### config.mk
export PLATFORM = sky130hd
export DESIGN_NAME = alu_exec_ctrl
export DESIGN_NICKNAME = d
export VERILOG_FILES = /design/src/rtl/alu_exec_ctrl.sv
export SDC_FILE = /design/constraint.sdc
export NUM_CORES = 1
export LEC_CHECK = 0
export BUFFER_PORTS_ARGS = -buffer_cell sky130_fd_sc_hd__buf_4
export CORE_ASPECT_RATIO = 0.7
export CORE_MARGIN = 4
export CORE_UTILIZATION = 50
export CTS_BUF_LIST = sky130_fd_sc_hd__clkbuf_8
export DETAILED_ROUTE_END_ITERATION = 8
export GPL_TIMING_DRIVEN = 0
export HOLD_SLACK_MARGIN = 0.03
export PLACE_DENSITY = 0.76
export SLEW_MARGIN = 20
export SYNTH_ARGS = -nofsm -noshare
export SYNTH_HDL_FRONTEND = slang
export SYNTH_SLANG_ARGS = --single-unit
### constraint.sdc
create_clock -name clock -period 8.07 [get_ports clock]
set_clock_uncertainty 0.1 [all_clocks]
set_input_delay 0 -clock clock [delete_from_list [all_inputs] [get_ports clock]]
set_output_delay 0 -clock clock [all_outputs]
set_load 0.005 [all_outputs]
### src/rtl/alu_exec_ctrl.sv
`default_nettype none
// ============================================================================
// Module   : alu_exec_ctrl
// Purpose  : Single-instruction sequencer between an instruction source and
//            the reg_bank / ALUX pair. Accepts one instruction through a
//            valid/ready handshake, reads both operands, launches ALUX, waits
//            for done (bounded by TIMEOUT), optionally writes the result back
//            and reports completion.
// Ports    : clock/reset          - rising-edge clock, async active-high reset
//            instr_*              - instruction handshake and fields
//            seloutA/B, enrregA/B, cnstA/B - reg_bank read side
//            regwen, selwreg, endwreg, wdata - reg_bank write side
//            alu_opr, alu_start, alu_result, alu_done - ALUX interface
//            busy, cmpl, cmpl_err, cmpl_data - status / completion report
// Revision : 1.0 - initial release
// ============================================================================
module alu_exec_ctrl #(
    parameter int DATA_W  = 64,
    parameter int REG_AW  = 4,
    parameter int RD_LAT  = 1,
    parameter int TIMEOUT = 255
) (
    input  logic              clock,
    input  logic              reset,
    input  logic              instr_valid,
    output logic              instr_ready,
    input  logic [3:0]        instr_opr,
    input  logic [REG_AW-1:0] instr_rs1,
    input  logic [REG_AW-1:0] instr_rs2,
    input  logic [REG_AW-1:0] instr_rd,
    input  logic [1:0]        instr_endw,
    input  logic              instr_cnstA,
    input  logic              instr_cnstB,
    input  logic              instr_wb,
    output logic [REG_AW-1:0] seloutA,
    output logic [REG_AW-1:0] seloutB,
    output logic              enrregA,
    output logic              enrregB,
    output logic              cnstA,
    output logic              cnstB,
    output logic              regwen,
    output logic [REG_AW-1:0] selwreg,
    output logic [1:0]        endwreg,
    output logic [DATA_W-1:0] wdata,
    output logic [3:0]        alu_opr,
    output logic              alu_start,
    input  logic [DATA_W-1:0] alu_result,
    input  logic              alu_done,
    output logic              busy,
    output logic              cmpl,
    output logic              cmpl_err,
    output logic [DATA_W-1:0] cmpl_data
);

    localparam logic [7:0] c_lat_last = 8'(RD_LAT - 1);
    localparam logic [7:0] c_to_last  = 8'(TIMEOUT - 1);

    typedef enum logic [2:0] {
        S_IDLE  = 3'd0,
        S_READ  = 3'd1,
        S_LATCH = 3'd2,
        S_START = 3'd3,
        S_WAIT  = 3'd4,
        S_WRITE = 3'd5,
        S_DONE  = 3'd6
    } state_t;

    state_t state_q, state_d;

    // Shared counter: read-latency count in LATCH, timeout count in WAIT.
    logic [7:0]        cnt_q, cnt_d;
    logic [3:0]        opr_q, opr_d;
    logic [REG_AW-1:0] rs1_q, rs1_d, rs2_q, rs2_d, rd_q, rd_d;
    logic [1:0]        endw_q, endw_d;
    logic              ca_q, ca_d, cb_q, cb_d, wb_q, wb_d, err_q, err_d;
    logic [DATA_W-1:0] res_q, res_d;

    // Registered outputs
    logic              ready_q, ready_d, busy_q, busy_d;
    logic              enr_q, enr_d, cnstA_q, cnstA_d, cnstB_q, cnstB_d;
    logic [REG_AW-1:0] selA_q, selA_d, selB_q, selB_d, selw_q, selw_d;
    logic              regwen_q, regwen_d, start_q, start_d;
    logic [1:0]        endwreg_q, endwreg_d;
    logic [DATA_W-1:0] wdata_q, wdata_d, cdata_q, cdata_d;
    logic [3:0]        aopr_q, aopr_d;
    logic              cmpl_q, cmpl_d, cerr_q, cerr_d;
    logic              w_active;

    always_comb begin
        state_d = state_q;
        cnt_d   = cnt_q;
        opr_d   = opr_q;
        rs1_d   = rs1_q;
        rs2_d   = rs2_q;
        rd_d    = rd_q;
        endw_d  = endw_q;
        ca_d    = ca_q;
        cb_d    = cb_q;
        wb_d    = wb_q;
        err_d   = err_q;
        res_d   = res_q;

        case (state_q)
            S_IDLE: begin
                if (instr_valid && ready_q) begin
                    opr_d   = instr_opr;
                    rs1_d   = instr_rs1;
                    rs2_d   = instr_rs2;
                    rd_d    = instr_rd;
                    endw_d  = instr_endw;
                    ca_d    = instr_cnstA;
                    cb_d    = instr_cnstB;
                    wb_d    = instr_wb;
                    err_d   = 1'b0;
                    state_d = S_READ;
                end
            end
            S_READ: begin
                cnt_d   = 8'd0;
                state_d = S_LATCH;
            end
            S_LATCH: begin
                if (cnt_q == c_lat_last) begin
                    state_d = S_START;
                end else begin
                    cnt_d = cnt_q + 8'd1;
                end
            end
            S_START: begin
                // alu_done is deliberately not looked at here
                cnt_d   = 8'd0;
                state_d = S_WAIT;
            end
            S_WAIT: begin
                // done is tested first so it wins on the last allowed cycle
                if (alu_done) begin
                    res_d   = alu_result;
                    state_d = wb_q ? S_WRITE : S_DONE;
                end else if (cnt_q == c_to_last) begin
                    err_d   = 1'b1;
                    state_d = S_DONE;
                end else begin
                    cnt_d = cnt_q + 8'd1;
                end
            end
            S_WRITE: state_d = S_DONE;
            S_DONE:  state_d = S_IDLE;
            default: state_d = S_IDLE;
        endcase

        // Outputs are decoded from the next state so they can be registered
        // and still line up with the state they belong to.
        w_active  = (state_d != S_IDLE);
        ready_d   = !w_active;
        busy_d    = w_active;
        enr_d     = (state_d == S_READ);
        selA_d    = w_active ? rs1_d : '0;
        selB_d    = w_active ? rs2_d : '0;
        cnstA_d   = w_active ? ca_d : 1'b0;
        cnstB_d   = w_active ? cb_d : 1'b0;
        start_d   = (state_d == S_START);
        aopr_d    = (state_d == S_START || state_d == S_WAIT) ? opr_d : 4'd0;
        regwen_d  = (state_d == S_WRITE);
        selw_d    = (state_d == S_WRITE) ? rd_d : '0;
        endwreg_d = (state_d == S_WRITE) ? endw_d : 2'd0;
        wdata_d   = (state_d == S_WRITE) ? res_d : '0;
        cmpl_d    = (state_d == S_DONE);
        cerr_d    = (state_d == S_DONE) ? err_d : 1'b0;
        // On timeout the previous result stays visible
        cdata_d   = (state_d == S_DONE && !err_d) ? res_d : cdata_q;
    end

    always_ff @(posedge clock or posedge reset) begin
        if (reset) begin
            state_q   <= S_IDLE;
            cnt_q     <= 8'd0;
            opr_q     <= 4'd0;
            rs1_q     <= '0;
            rs2_q     <= '0;
            rd_q      <= '0;
            endw_q    <= 2'd0;
            ca_q      <= 1'b0;
            cb_q      <= 1'b0;
            wb_q      <= 1'b0;
            err_q     <= 1'b0;
            res_q     <= '0;
            ready_q   <= 1'b1;
            busy_q    <= 1'b0;
            enr_q     <= 1'b0;
            selA_q    <= '0;
            selB_q    <= '0;
            cnstA_q   <= 1'b0;
            cnstB_q   <= 1'b0;
            start_q   <= 1'b0;
            aopr_q    <= 4'd0;
            regwen_q  <= 1'b0;
            selw_q    <= '0;
            endwreg_q <= 2'd0;
            wdata_q   <= '0;
            cmpl_q    <= 1'b0;
            cerr_q    <= 1'b0;
            cdata_q   <= '0;
        end else begin
            state_q   <= state_d;
            cnt_q     <= cnt_d;
            opr_q     <= opr_d;
            rs1_q     <= rs1_d;
            rs2_q     <= rs2_d;
            rd_q      <= rd_d;
            endw_q    <= endw_d;
            ca_q      <= ca_d;
            cb_q      <= cb_d;
            wb_q      <= wb_d;
            err_q     <= err_d;
            res_q     <= res_d;
            ready_q   <= ready_d;
            busy_q    <= busy_d;
            enr_q     <= enr_d;
            selA_q    <= selA_d;
            selB_q    <= selB_d;
            cnstA_q   <= cnstA_d;
            cnstB_q   <= cnstB_d;
            start_q   <= start_d;
            aopr_q    <= aopr_d;
            regwen_q  <= regwen_d;
            selw_q    <= selw_d;
            endwreg_q <= endwreg_d;
            wdata_q   <= wdata_d;
            cmpl_q    <= cmpl_d;
            cerr_q    <= cerr_d;
            cdata_q   <= cdata_d;
        end
    end

    assign instr_ready = ready_q;
    assign busy        = busy_q;
    assign enrregA     = enr_q;
    assign enrregB     = enr_q;
    assign seloutA     = selA_q;
    assign seloutB     = selB_q;
    assign cnstA       = cnstA_q;
    assign cnstB       = cnstB_q;
    assign alu_start   = start_q;
    assign alu_opr     = aopr_q;
    assign regwen      = regwen_q;
    assign selwreg     = selw_q;
    assign endwreg     = endwreg_q;
    assign wdata       = wdata_q;
    assign cmpl        = cmpl_q;
    assign cmpl_err    = cerr_q;
    assign cmpl_data   = cdata_q;

endmodule
`default_nettype wire

==> run summary <==
status -> finished, final reports clean
Die Y -> 125 µm
Slew HR -> 52.5%
Initial Util -> 51.3%
Antenna Diode Count -> 0
Ports -> 245
adder-cell share of the synthesized area -> 0.383%
FP Rows -> 42
# DRC -> 0
total gr overflow -> 0
Mapped Cells -> 609
share of cells above drive strength 1 -> 47.5%
most common cell after layout, fill and taps aside -> dfrtp_1
Fin Setup TNS -> 0 ns
post-route minimum period -> 2.21 ns
f_max -> 453 MHz
Slew @ Worst Pin -> 0.713 ns
Final Max Tran Viols -> 0
routability cong. -> 0.828
area delta synth->final -> 40.0%
Main synth FF type -> dfrtp_1
largest net degree at the start of global routing -> 110
Synth Warn # -> 0
simple-gate share of the synthesized area -> 8.36%
Yosys reg bits -> 252
combinational family with the most area after synthesis -> multiplexers
Critical Path AT -> 2.48 ns
asr flop ratio synth -> 100%
vias per cell -> 4.90
total track usage -> 21.6%
Synth cell types -> 46
clock sink total -> 252
post-CTS setup buffers -> 0
crit start category -> flip-flop
Syn Area/Cell -> 16.1 µm²
initial antenna violation count -> 0
PortBufs -> 244
WS Path Type -> flip-flop to flip-flop
Die Footprint -> 0.0219 mm²
Die X -> 175 µm
Fin Hold WS -> 0.0743 ns
Clock Latency Late Sink -> 0.51 ns
first-pass GRT wire length -> 37900 µm
Crit path required time -> 8.35 ns
DRT Pass-1 Iters -> 4
endpoints failing hold -> 0
xor and xnor fraction of the mapped netlist area -> 0.0895%
RSZ-0062 raised after global routing -> false
Setup crit end kind -> flip-flop
starting DRC count in detailed routing -> 382
fin nets -> 1079
sequential share of the synthesized area -> 64.4%
Post-Syn Nets -> 701
cts bufs inserted -> 38
maximum vdd drop -> 0.000224 V
CTS tree -> done
drt total wl -> 23800 µm
CTS Root Cell -> clkbuf_8
Core ar. -> 0.0191 mm²
worst hold-check path type -> input pin to flip-flop
area of the mapped netlist -> 0.00979 mm²
clock-pin slew on the worst setup and hold paths -> 0.06 ns
Post-synth EDFFs -> 0
final setup margin -> 5.86 ns
post-route antenna net violation count -> 0
period utilization -> 27.3%
Compound-Gate Fraction of Synth Area -> 2.52%
Lkg Pwr -> 7.24 nW
DP HPWL -> 15600 µm
commonest cells after routing, fill and taps aside -> dfrtp_1 (251), buf_4 (246), mux2_4 (110), dlygate4sd3_1 (92), and3_1 (64)
WL/cell -> 18.7 µm
DP Worst Slack -> 5.89 ns
vias after detailed routing -> 6247
Bufs on Longest Clock Path -> 3
worst-path fanout max -> 7
maxcap violations -> 0
number of global-route vias before repair -> 6724
multiplexer area fraction after synthesis -> 20.9%
Max H-tree Level -> 2
PD cells -> 326 mW/mm²
setup violators final -> 0
layer usage:
layer  up-vias  GRT usage (%)  part of all wire, %  routed length (µm)
li1       2874              -                    -                   -
met1      3144           30.7                   46               11000
met2       192           34.4                   47               11200
met3        37           4.80                  5.0                1180
met4         0           5.45                  1.7                 397
met5         -              0                    0                   0
path summary, 6_finish.rpt:
path                                   from         to  slack, ns  cells past startpoint
min in group asynchronous             reset   cnt_q[1]       0.59                      4
worst max-delay path             state_q[2]      cnstA       5.86                      5
worst max register to register   state_q[2]      cnstA       5.86                      5
max in group asynchronous             reset  wdata[25]       6.41                      5
worst min-delay path            instr_valid      cnstB       0.07                      4
worst min register to register     rs1_q[3]   rs1_q[3]       0.39                      1
layout make-up:
class,instances,area (µm²)
multi-input combinational,310,3160
clock buffer,44,606
buffer,34,275
sequential,252,6310
tap,264,330
timing repair buffer,338,2810
fill,1247,5380
inverter,13,56.3
clock inverter,20,161
registers in the layout, indices dropped and copies added (netlist names), 2 cells and up:
| name | flops |
|---|---|
| selwreg | 4 |
| opr_q | 4 |
| state_q | 3 |
| cmpl_data | 64 |
| rs2_q | 4 |
| endwreg | 2 |
| wdata | 64 |
| cnt_q | 8 |
| rd_q | 4 |
| res_q | 64 |
| endw_q | 2 |
| seloutA | 4 |
| seloutB | 4 |
| rs1_q | 4 |
| alu_opr | 4 |
kinds of logic (layout without fill, tap and decap cells):
family / after synthesis / count (layout)
AOI/OAI and AO/OA: 31 / 31
xor gates and xnor gates: 1 / 1
adders and majority gates: 3 / 3
buffers and inverters: 47 / 449
DFF: 252 / 252
muxes: 145 / 145
and+or+nand+nor: 130 / 130
Yosys cell counts (all sizes together), types with 2 or more instances:
cell type | n | area, µm²
mux2 | 145 | 2050
nor2 | 4 | 22.5
a211oi | 2 | 15.0
o31a | 7 | 70.1
o21ai | 6 | 30.0
buf | 21 | 226
and3 | 64 | 400
o211ai | 2 | 15.0
nor2b | 6 | 37.5
or4 | 2 | 15.0
nor3 | 3 | 37.5
nand2 | 26 | 97.6
and4 | 3 | 27.5
nand3 | 3 | 15.0
nand4 | 2 | 27.5
or3 | 5 | 31.3
and2 | 7 | 45.1
inv | 12 | 45.0
dfrtp | 251 | 6280
clkbuf | 13 | 48.8
a21oi | 9 | 56.3
ha | 3 | 37.5
per-stage QoR:
stage,utilization [%],cells,total power (W),instance area (µm²)
final,71.8,1275,0.00447,13700
after global routing,71.8,1275,0.00474,13700
after CTS,71.8,1275,0.00451,13700
after detailed placement,63.0,1119,0.00338,12000
after global placement,62.6,1117,0.00333,12000
after floorplan,-,609,0.00278,9790
critical path, cell delays in order (launching register included):
cell and delay (ns):
dfrtp_1 0.49, nor2_4 0.22, nand4b_2 0.24, mux2_2 0.34
dlygate4sd3_1 0.57, nor2b_1 0.13
where the power goes:
group	total, W	leakage [nW]	switching, W	internal, W
combinational	0.00153	3.56	0.000611	0.000922
sequential	0.00188	3.24	0.000192	0.00169
clock	0.00106	0.440	0.000464	0.000591
total	0.00447	7.24	0.00127	0.00320
what timing repair did:
action | 4_1_cts | 5_1_grt
hold buffers | 92 | 0
hold endpoints to repair | 490 | 0
resized for setup | 0 | 0
endpoints found under the setup margin | 0 | 0
Note: power is estimated with default switching activity, not from simulation.
